## config.mk

```make
export PLATFORM = sky130hd
export DESIGN_NAME = risc_16_exec_unit
export DESIGN_NICKNAME = d
export VERILOG_FILES = /design/src/rtl/risc_16_exec_unit.sv
export SDC_FILE = /design/constraint.sdc
export NUM_CORES = 1
export LEC_CHECK = 0
export ABC_AREA = 1
export CORE_MARGIN = 2
export CORE_UTILIZATION = 39
export CTS_CLUSTER_SIZE = 10
export DETAILED_ROUTE_END_ITERATION = 16
export PLACE_DENSITY = 0.64
export SLEW_MARGIN = 15
export SYNTH_ARGS = -nofsm -noshare
export SYNTH_HDL_FRONTEND = slang
export SYNTH_SLANG_ARGS = --single-unit
```

## constraint.sdc

```tcl
create_clock -name clk -period 5.1 [get_ports clk]
set_input_delay 1.02 -clock clk [delete_from_list [all_inputs] [get_ports clk]]
set_output_delay 1.02 -clock clk [all_outputs]
set_load 0.1 [all_outputs]
```

## src/rtl/risc_16_exec_unit.sv

```systemverilog
// Five-phase (T1..T5) multi-cycle execution unit for a tiny 16-bit RISC:
// one-hot tick ring, IR, four general registers, operand/result latches, flags.
module risc_16_exec_unit (
  input  logic        clk,
  input  logic        rst,
  input  logic        enable,
  input  logic [15:0] instruction,
  output logic [4:0]  tick_out,
  output logic [15:0] display,
  output logic [1:0]  flags
);

  typedef enum logic [4:0] {
    T1 = 5'b10000,
    T2 = 5'b01000,
    T3 = 5'b00100,
    T4 = 5'b00010,
    T5 = 5'b00001
  } tick_t;

  tick_t       tick_reg, tick_next;
  logic [15:0] ir_reg;
  logic [15:0] op_a_reg, op_b_reg;
  logic [15:0] res_reg;
  logic        carry_reg, zero_reg;
  logic [1:0]  flags_reg;
  logic [15:0] display_reg;
  logic [15:0] rf_reg [4];

  logic [3:0]  opcode;
  logic [1:0]  rd;
  logic [15:0] imm;
  logic [15:0] add_rhs;
  logic [16:0] sum17;
  logic [15:0] alu_result;
  logic        alu_carry;
  logic        writes;
  logic        is_out;
  logic        unused_ir;

  assign opcode    = ir_reg[15:12];
  assign rd        = ir_reg[1:0];
  assign imm       = {12'h000, ir_reg[11:8]};
  assign unused_ir = ^ir_reg[7:2];

  // Tick ring: anything that is not a legal one-hot phase falls back to T1.
  always_ff @(posedge clk or posedge rst) begin
    if (rst) tick_reg <= T1;
    else     tick_reg <= tick_next;
  end

  always_comb begin
    tick_next = T1;
    case (tick_reg)
      T1:      tick_next = enable ? T2 : T1;
      T2:      tick_next = enable ? T3 : T2;
      T3:      tick_next = enable ? T4 : T3;
      T4:      tick_next = enable ? T5 : T4;
      T5:      tick_next = enable ? T1 : T5;
      default: tick_next = T1;
    endcase
  end

  always_comb begin
    add_rhs    = (opcode == 4'hA) ? op_b_reg : imm;
    sum17      = {1'b0, op_a_reg} + {1'b0, add_rhs};
    alu_result = 16'h0000;
    alu_carry  = 1'b0;
    case (opcode)
      4'h1: alu_result = imm;
      4'h2, 4'hA: begin
        alu_result = sum17[15:0];
        alu_carry  = sum17[16];
      end
      4'h3: begin
        alu_result = op_a_reg - imm;
        alu_carry  = (op_a_reg < imm);
      end
      4'h4: alu_result = op_a_reg & imm;
      4'h5: alu_result = op_a_reg | imm;
      4'h6: alu_result = op_a_reg ^ imm;
      4'h7: begin
        alu_result = {op_a_reg[14:0], 1'b0};
        alu_carry  = op_a_reg[15];
      end
      4'h8: begin
        alu_result = {1'b0, op_a_reg[15:1]};
        alu_carry  = op_a_reg[0];
      end
      4'h9: alu_result = op_b_reg;
      default: begin
        alu_result = 16'h0000;
        alu_carry  = 1'b0;
      end
    endcase
    writes = (opcode >= 4'h1) && (opcode <= 4'hA);
    is_out = (opcode == 4'hB);
  end

  // Only T5 touches architectural state, so a reset before then leaves no trace.
  always_ff @(posedge clk or posedge rst) begin
    if (rst) begin
      ir_reg      <= 16'h0000;
      op_a_reg    <= 16'h0000;
      op_b_reg    <= 16'h0000;
      res_reg     <= 16'h0000;
      carry_reg   <= 1'b0;
      zero_reg    <= 1'b0;
      flags_reg   <= 2'b00;
      display_reg <= 16'h0000;
      for (int i = 0; i < 4; i++) rf_reg[i] <= 16'h0000;
    end else if (enable) begin
      case (tick_reg)
        T2: ir_reg <= instruction;
        T3: begin
          op_a_reg <= rf_reg[rd];
          op_b_reg <= rf_reg[ir_reg[9:8]];
        end
        T4: begin
          res_reg   <= alu_result;
          carry_reg <= alu_carry;
          zero_reg  <= (alu_result == 16'h0000);
        end
        T5: begin
          if (writes) begin
            rf_reg[rd]  <= res_reg;
            display_reg <= res_reg;
            flags_reg   <= {carry_reg, zero_reg};
          end else if (is_out) begin
            display_reg <= op_a_reg;
          end
        end
        default: ;
      endcase
    end
  end

  assign tick_out = tick_reg;
  assign display  = display_reg;
  assign flags    = flags_reg;

endmodule

```

# Word-level counts from Yosys, hierarchy flattened
# Cells that the tools add are included.
# word_totals
register_bits	153
in_bits	19
word_cells	72
# classes
bitwise_logic	5
mux	20
eq_ne	16
magnitude_cmp	6
n_reduce_logical	10
n_addsub	2
# ops
operator	n
$pmux 16 s9	1
$mux 16	8
$bmux 16 s2	2
$bwmux 64	1
$demux 16 s2	1
$pmux 5 s5	1
$add 16x16->17	1
$and 16x4->16	1
$eq 4x3->1 const B	4
$eq 4x4->1 const B	4
$logic_not 16->1	1
$lt 16x4->1	1
$or 16x4->16	1
$sub 16x4->16	1
$xor 16x4->16	1
$mux 5	2
$eq 4x2->1 const B	2
$ge 3x3->1 const B	2
$not 2->3	2
$reduce_and 2->1	3
$reduce_and 3->1	2
$eq 5x1->1 const B	1
$eq 5x2->1 const B	1
$eq 5x3->1 const B	1
13 further kinds	14

# Longest topological paths before layout
# Gate-level depths: netlist (run 1).
# logic_depth
ltp_word	6
mapped_depth	21
mapped_depth_nobuf	20

# Worst setup path after synthesis (run 1)
# Ideal clock, no wire load.
# synth_timing
kind	register -> register
start	reg ir_reg[15]
end	reg zero_reg
setup_slack_ns	2.364
period_less_slack_ns	2.736
path_stages_with_launch	21
arrival_ns	2.671
path_cell_list	dfrtp_1 inv_2 nor2_4 nand2_1 clkbuf_1 nand2_1 o21ai_0 ha_1 fa_1 or2_2 nand3_1 nand3_1 nor2_1 nand2_1 nor2_1 nand2_1 nor2_1 nand3_1 nor2_1 nand2_1 nand2_1
# synth_between
elab_chain_len	5
elab_cells_between_ends	15
# synth_lines
item	line	text
from (decl)	22	logic [15:0] ir_reg;
from (signal assigned)	114	T2: ir_reg <= instruction;
$eq 4x4->1	65, 69	
$mux 16	65	add_rhs = (opcode == 4'hA) ? op_b_reg : imm;
$add 16x16->17	66	sum17 = {1'b0, op_a_reg} + {1'b0, add_rhs};
$pmux 16 s9 (*)	69	case (opcode)
$logic_not 16->1 (*)	122	zero_reg <= (alu_result == 16'h0000);
to (signal assigned)	122	
to (decl)	25	logic carry_reg, zero_reg;
# Every way passes the cells marked *; elsewhere a longest branch is shown, timed or not.
# A chain may end at the register's enable or synchronous reset.

# Final worst setup path (run 1)
# layout_timing
start	reg ir_reg[9]
end	reg zero_reg
# layout_between
elab_chain_len	4
elab_cells_between_ends	8
# layout_lines
item	line
$mux 16	65
$add 16x16->17	66
$pmux 16 s9 (*)	69
$logic_not 16->1 (*)	122
# Marked as above.

==> results.txt, run 1 <==
- Along the worst path, the maximum fanout reaches 21.
- Of the total synthesized cell area, the portion taken by full adders, half adders and majority gates is 0.0454.
- The share of the Yosys chip area taken by registers is 0.415.
- For this run, the number of Yosys warnings is 0.
* Total Nets Final: 1352
- For this run, the top clock speed supported by timing is 0.280 GHz.
- The min-delay analysis places its worst path in the category reg2reg.
- Area delta synth->final: 14.2%
- The completed layout was analyzed and its total power is ~5.4 mW.
* Core area: 22500 um^2
- In this run the power density over the cells is 531 nW/um^2.
* Iteration-0 DRC Markers: approximately 800
- Each instance of the synthesized netlist takes up on average around 7 um^2.
- Final period util: 0.699
- Overall die height: ~150 um
- Counting cells, the worst reg-to-reg path comes to 16.
- The worst pin sits at a relative slew slack of 0.236.
- The first global-routing pass estimated roughly 43000 um of wire.
- Reg2reg start: ir_reg[9]
- The number of different library cells used by synthesis comes to 37.
* Most used cell, CP: nand2_1
* Hold-fix buffers at CTS: 0
* Share of the synthesized area in compound gates (AO/OA/AOI/OAI): 0.151
* Starting utilization of the core area: 0.394
- After detailed routing, the average wire length per cell comes to 17.0 um.
* Antenna viol nets, final: 0
- Die footprint: 24000 um^2
- Share of async-settable or async-resettable flops after synthesis: 1.00
- In this run the worst setup path begins at ir_reg[9].
* Clock slew at reported path FFs: 0.06 ns
- Main combinational cell family by area after synthesis: simple AND/OR/NAND/NOR gates
* Multiplexer share of the synthesized area: 0.00127
* Critical Path Source Type: flip-flop
- Crit path capture: zero_reg
- Detailed routing inserted a total of 8571 vias.
- Syn Inst Count: 1283
- Gates resized during post-CTS repair numbered 0.
* Basic-gate share of the synthesized area counting and, or, nand and nor cells: 0.308
* Worst Path Class, Setup: reg2reg
* Worst EP arrival: 3.94 ns
* Peak per-stage delay on the critical path: 0.98 ns
- Setup violations remaining at the end of the flow were counted as 0.
- Insertion delay of the later-clocked pin in the worst-skew pair: around 0.43 ns
* Least-Margin Pin Slew: 1.14 ns
- Post-Synthesis Cell Area: 8870 um^2
* # Max-Cap Violations: 0
- Slew Limit Fails: 0
- For the final routed database, the setup TNS stands at 0 ns.
- Cells along the critical path: inv_1 > ha_1 > nor2_1 > nand2_1 > nand2_1 > nand2_1 > nand2_1 > nor2_1 > nand2_1 > nand3_1 > nand2_1 > nor2_1 > nand2_1 > nor2_1 > nand2_1 > nand2_1
* Core Util, Final: 0.450
- The number of antenna diodes in the final layout is 0.
* DR pass1 iterations: 6
* Worst hold margin: 0.490 ns
- Setup repair after global routing missed its margin: no
* Slowest cell on crit path: dfrtp_1
- The finished cells cover 10100 um^2.
- At the end of routability-driven placement, the weighted congestion stood at 0.960.
* Tot GR Track Use: 0.234
- For this run, the leading register cell type out of synthesis is dfrtp_1.
- Flip-flop count of the largest register, all copies and words added: 64
- Row generation in the floorplan step produced between 50 and 60 rows.
- The number of nets in the synthesized netlist is 1333.
- Clock skew on the completed layout was measured at 0.0100 ns.
- TritonCTS built the clock tree.
- Prior to clock tree synthesis, the placed netlist has a worst setup slack of approximately 1.6 ns.
- After layout, the minimum clock period comes to 3.57 ns.
- Area share of xor/xnor cells in the synthesized design: 0.000988
* Root Driver: clkbuf_16
* Fraction of final layout cells sized beyond drive strength 1: 0.0494
* GR Overflow Total: 0
- Number of hold violations in the final report: 0
* Maximum count of clock buffers along a single path: 2
- Reg2reg end: zero_reg
- In this run, synthesis inferred 0 flip-flops with an integrated enable.
- Antenna violations before repair: 0
- For this design the static power due to leakage is between 4 and 5 nW.
- Number of CTS-inserted buffers: 17
- Overall die width: 155 um
- Largest net degree at the start of global routing: between 80 and 90
- After detailed routing, the number of remaining DRC violations is 0.
- Detailed placement finished with a half-perimeter wire length of 19700 um.
- TritonCTS Sinks: 147
- For this design the top-level I/O count stands at 42.
* Max rail drop VDD: 0.000336 V
* Number of synthesized register bits: about 150
* Crit path setup slack, layout: 1.53 ns
* IO Port Bufs: 35
- Post-CTS Repair Setup Buffers: 0
- The H-tree was split into 4 levels.
- Number of placed instances, taps included: 1568
* Result of the run: finished clean
- In the routed layout, each cell is associated on average with a via count of 5.36.
- The worst setup path is captured at a flip-flop.
- Detailed-route wire length: 27300 um
- The count of cells in the finished layout, fillers not included, comes to 1600.
- Vias in the first global route: 7968
- The placed instances occupy a cell area of 9490 um^2.
* Worst endpoint required time: between 5 and 6 ns
- Reg2Reg Setup Slack: ~1.5 ns
[cell usage after synthesis, types with 2 or more instances]
cell type / count / share of area
fa_1: 2 / 0.0045
or2_2: 3 / 0.0021
nand3b_1: 5 / 0.0042
nor2_4: 2 / 0.0025
o21ai_1: 74 / 0.042
dfrtp_1: 146 / 0.41
nand3_1: 61 / 0.034
a21oi_1: 30 / 0.017
clkinv_1: 2 / 0.00085
buf_2: 12 / 0.0068
nor2_1: 162 / 0.069
o211ai_1: 3 / 0.0025
inv_1: 129 / 0.055
inv_2: 3 / 0.0013
o22ai_1: 22 / 0.016
nor4_1: 2 / 0.0014
nor2_2: 2 / 0.0014
clkbuf_1: 33 / 0.014
o21ai_0: 117 / 0.066
ha_1: 29 / 0.041
nand2_2: 4 / 0.0028
nor3_1: 6 / 0.0034
buf_1: 2 / 0.00085
nand2_1: 395 / 0.17
nand4_1: 25 / 0.018
[worst max-delay path, delay by kind of cell, from the launching register on]
family                   cells  cell delay, ns
flip-flops                   1            0.98
adder cells (fa/ha/maj)      1            0.52
buffers and inverters        1            0.64
AND/OR/NAND/NOR             14            1.36
[cell type report]
cell class / instances / area, um^2
clock buffers: 18 / 439
clock inverters: 14 / 201
fillers: 2250 / 12400
inverters: 134 / 508
multi-input cells: 955 / 4500
flip-flops and latches: 147 / 3680
well taps: 285 / 357
repair buffers: 47 / 440
[report_power, final]
part,internal [mW],switching (mW)
registers,1.37,0.294
clock network,0.838,0.516
logic,0.687,1.68
total,2.89,2.49
[cell usage in the layout (no fill, tap or decap), types with 4 or more instances in the layout]
master / count
a21oi_1: 30
buf_4: 12
bufinv_16: 4
clkbuf_16: 17
clkdlybuf4s50_1: 35
clkinvlp_4: 5
dfrtp_1: 146
ha_1: 29
inv_1: 128
inv_6: 5
nand2_1: 395
nand2_2: 4
nand3_1: 61
nand3b_1: 5
nand4_1: 25
nor2_1: 161
nor3_1: 6
o21ai_0: 117
o21ai_1: 74
o22ai_1: 22
[worst min path at each step]
stage               cells past startpoint        start  slack, ns     endpoint
CTS                                     2  display[12]       0.50  display[12]
detailed placement                      2  display[12]       0.48  display[12]
finish                                  2  display[12]       0.49  display[12]
global route                            2   display[6]       0.52   display[6]
global placement                        2  display[11]       0.48  display[11]
floorplan                               2     zero_reg       0.44     zero_reg
[layer usage]
metal	track usage	up-vias	share of wire
met2	0.355	288	0.45
met1	0.331	4037	0.45
li1	-	4186	-
met4	0.106	0	0.039
met3	0.0331	60	0.064
met5	0	-	0
[kinds of logic (layout without fill, tap and decap cells)]
kind of cell / count (synthesis) / count (layout)
simple gates: 668 / 668
compound gates: 254 / 254
buf+inv: 181 / 213
flops: 147 / 147
fa+ha+maj: 31 / 31
xor+xnor: 1 / 1
mux: 1 / 1
Power figures use the tool's default switching activity.
==> run 2: changes to the inputs <==
--- a/config.mk
+++ b/config.mk
@@ -10,7 +10,7 @@
 export CORE_UTILIZATION = 39
 export CTS_CLUSTER_SIZE = 10
 export DETAILED_ROUTE_END_ITERATION = 16
-export PLACE_DENSITY = 0.64
+export PLACE_DENSITY = 0.62
 export SLEW_MARGIN = 15
 export SYNTH_ARGS = -nofsm -noshare
 export SYNTH_HDL_FRONTEND = slang
==> constraint.sdc (replaced) <==
create_clock -name clk -period 3.68 [get_ports clk]
set_input_delay 0.736 -clock clk [delete_from_list [all_inputs] [get_ports clk]]
set_output_delay 0.736 -clock clk [all_outputs]
set_load 0.1 [all_outputs]
==> results.txt, run 2 (same netlist as run 1, synthesis figures left out) <==
* Largest net degree at the start of global routing: 56 (-32%)
- Result of the run: finished clean
* Worst EP arrival: 3.56 ns (-0.38 ns)
* Power density cells: 728 nW/um^2 (+37%)
* Starting utilization of the core area: 0.394 (unchanged)
- Detailed-route wire length: 27700 um (+1.6%)
* Fraction of power consumed by the clock network: 0.242 (-0.009)
- TritonCTS clock tree: built
- The maximum vdd drop is 0.000356 V (+5.9%).
- The average wire length per cell after detail routing was 17.2 um (+0.99%).
- Hold-fix buffers at CTS: 0 (unchanged)
- The net switching fraction of the power came to 0.466 (+0.00338).
- Peak fanout along the critical path: 7 (-67%)
- The number of top-level design ports came to 42 (unchanged).
- The share of cells above drive strength 1 is 0.0551 (+0.00571).
* TritonCTS Sinks: 147 (unchanged)
- Die footprint: 24000 um^2 (unchanged)
- Maximum count of clock buffers along a single path: 2 (unchanged)
* Overall die height: 155 um (unchanged)
- Commonest cells after routing, fill and taps aside: nand2_1 (395), nor2_1 (161), dfrtp_1 (146)
* Root Driver: clkbuf_16
- The final hold slack was 0.490 ns (-0.0000160 ns).
* DP Wirelength: 19800 um (+0.49%)
- Number of CTS-inserted buffers: 17 (unchanged)
- Minimum clock period: 3.19 ns (-0.380 ns)
- Cell-internal power: 3.97 mW (+37%)
- The worst path required time was 4.05 ns (-1.42 ns).
- The worst register-to-register path begins at ir_reg[15].
* Hold Path End: display[12]
- Tot GR Track Use: 0.239 (+0.00529)
- Reg2Reg Setup Slack: 0.49 ns (-1.04 ns)
- Fraction of power consumed by combinational cells: 0.454 (+0.014)
- Total Nets Final: 1361 (+0.67%)
- Critical Path Source Type: flip-flop
- Critical path endpoint category: flip-flop
- Number of hold violations in the final report: 0 (unchanged)
* Slew Limit Fails: 0 (unchanged)
- The worst register-to-register path ends at zero_reg.
* Multi-input combinational cell area: 4500 um^2 (unchanged)
* Net load switching power: 3.46 mW (+39%)
* Via density: 5.38 (+0.43%)
* DR pass1 iterations: 6 (unchanged)
* Antenna diode count: 0 (unchanged)
- The clock slew at the register clock pins of the worst setup and hold paths came to 0.06 ns (about the same).
- Number of gates resized after CTS: 0 (unchanged)
- Placer Congestion: 0.922 (-4.0%)
- GR Overflow Total: 0 (unchanged)
- Iteration-0 DRC Markers: 872 (+8.2%)
* Vias in the first global route: 8229 (+3.3%)
- The max-slew headroom at the worst pin is 0.348 (+0.112).
- The final setup TNS is 0 ns (unchanged).
- The relative contribution of sequential cells to total power came to 0.304 (-0.005).
* Number of setup violations in the final report: 0 (unchanged)
- The placement row count is 55 (unchanged).
- First-pass GRT wire length: 44500 um (+2.9%)
- In this run the worst hold path is classified as reg2reg.
* Footprint of the flip-flops and latches: 3680 um^2 (unchanged)
* Fill count: 2257 (+0.31%)
- Worst clock skew on the final layout: 0.0103 ns (+0.000262 ns)
- Setup repair after global routing left no endpoint under its margin.
- The final routed DRC violation total is 0 (unchanged).
* Via count: 8656 (+0.99%)
* Timing-limited maximum frequency: 0.314 GHz (+12%)
* Insertion delay of the later-clocked pin in the worst-skew pair: 0.43 ns (about the same)
* Min-Delay Path Depth: 2 (unchanged)
* Final period util: 0.866 (+0.167)
- Number of cells on the worst reg-to-reg path: 19 (+3)
- The number of flip-flops in the largest register is 64 (unchanged).
- The startpoint identified for the worst hold timing path is display[12].
* Total number of H-tree levels: 4 (unchanged)
- Area delta synth->final: 15.0%
* # Max-Cap Violations: 0 (unchanged)
- Antenna violations before repair: 1 (+1)
- Least-Margin Pin Slew: 0.975 ns (-0.167 ns)
- The horizontal die dimension is 155 um (unchanged).
- Worst Path Class, Setup: reg2reg
- The standard cell core area came to 22500 um^2 (unchanged).
- The leakage dissipation was 4.87 nW (+0.97%).
- The library cell used most frequently in the layout, excluding fill and tap cells, is nand2_1.
- The number of post-CTS setup repair buffers was 0 (unchanged).
* IO Port Bufs: 35 (unchanged)
- The antenna violation net count after detailed routing came to 0 (unchanged).
[run 2: cell count changes in the layout (fill, tap and decap cells not counted), sizes merged]
cell	delta
inv	-2
clkinvlp	-2
clkinv	+5
bufinv	-1
buf	+9
[run 2: worst max-delay path, cell delays in order (launching register included)]
cell and delay (ns):
dfrtp_1 0.47, inv_2 0.11, nor2_4 0.20, nand2_1 0.16, nand2_1 0.08, o21ai_0 0.09, ha_1 0.24, fa_1 0.44
or2_2 0.29, nand3_1 0.09, nand3_1 0.07, nor2_1 0.08, nand2_1 0.09, nor2_1 0.15, nand2_1 0.08, nor2_1 0.08
nand3_1 0.12, nor2_1 0.13, nand2_1 0.08, nand2_1 0.06
[run 2: metal layers]
metal / GRT usage / vias up / share of wire
met4: 0.0904 / 2 / 0.027
met2: 0.382 / 292 / 0.46
met3: 0.0356 / 58 / 0.063
met1: 0.329 / 4084 / 0.45
li1: - / 4220 / -
met5: 0 / - / 0.00047
[run 2: per-stage QoR]
| step | worst slack, ns | power (mW) | util | instance area (um^2) | std cells |
|---|---|---|---|---|---|
| finish | 0.493 | 7.42 | 0.453 | 10200 | 1609 |
| global route | 0.197 | 7.96 | 0.453 | 10200 | 1609 |
| CTS | 0.494 | 7.39 | 0.453 | 10200 | 1609 |
| floorplan | 0.944 | 4.50 | - | 8870 | 1283 |
| detailed placement | 0.555 | 5.58 | 0.426 | 9590 | 1577 |
| global placement | 0.572 | 5.54 | 0.426 | 9590 | 1577 |
[run 2: power by group through the flow]
stage	sequential, mW	clock [mW]	combinational (mW)
5_1_grt	2.29	1.89	3.77
3_5_place_dp	2.27	0	3.31
4_1_cts	2.24	1.82	3.33
3_3_place_gp	2.27	0	3.27
6_report	2.26	1.80	3.37
2_1_floorplan	2.25	0	2.25
[run 2: cell type report]
class	instances	share of cell area
multi-input cells	955	0.441
flip-flops and latches	147	0.361
repair buffers	56	0.0535
inverters	134	0.0497
clock buffers	18	0.0421
well taps	285	0.0350
clock inverters	14	0.0177
[run 2: worst max-delay path by stage]
stage	slack [ns]	startpoint	depth (start not counted)	to
floorplan	0.94	ir_reg[15]	20	zero_reg
global placement	0.57	ir_reg[15]	19	zero_reg
detailed placement	0.55	ir_reg[15]	19	zero_reg
CTS	0.49	ir_reg[15]	19	zero_reg
global route	0.20	ir_reg[15]	19	zero_reg
finish	0.49	ir_reg[15]	19	zero_reg
==> run 3: changes to the inputs <==
--- a/config.mk
+++ b/config.mk
@@ -15,3 +15,4 @@
 export SYNTH_ARGS = -nofsm -noshare
 export SYNTH_HDL_FRONTEND = slang
 export SYNTH_SLANG_ARGS = --single-unit
+export TNS_END_PERCENT = 1
==> results of run 3 <==
Same layout as run 2: the final DEF is identical, and so are final timing and power.
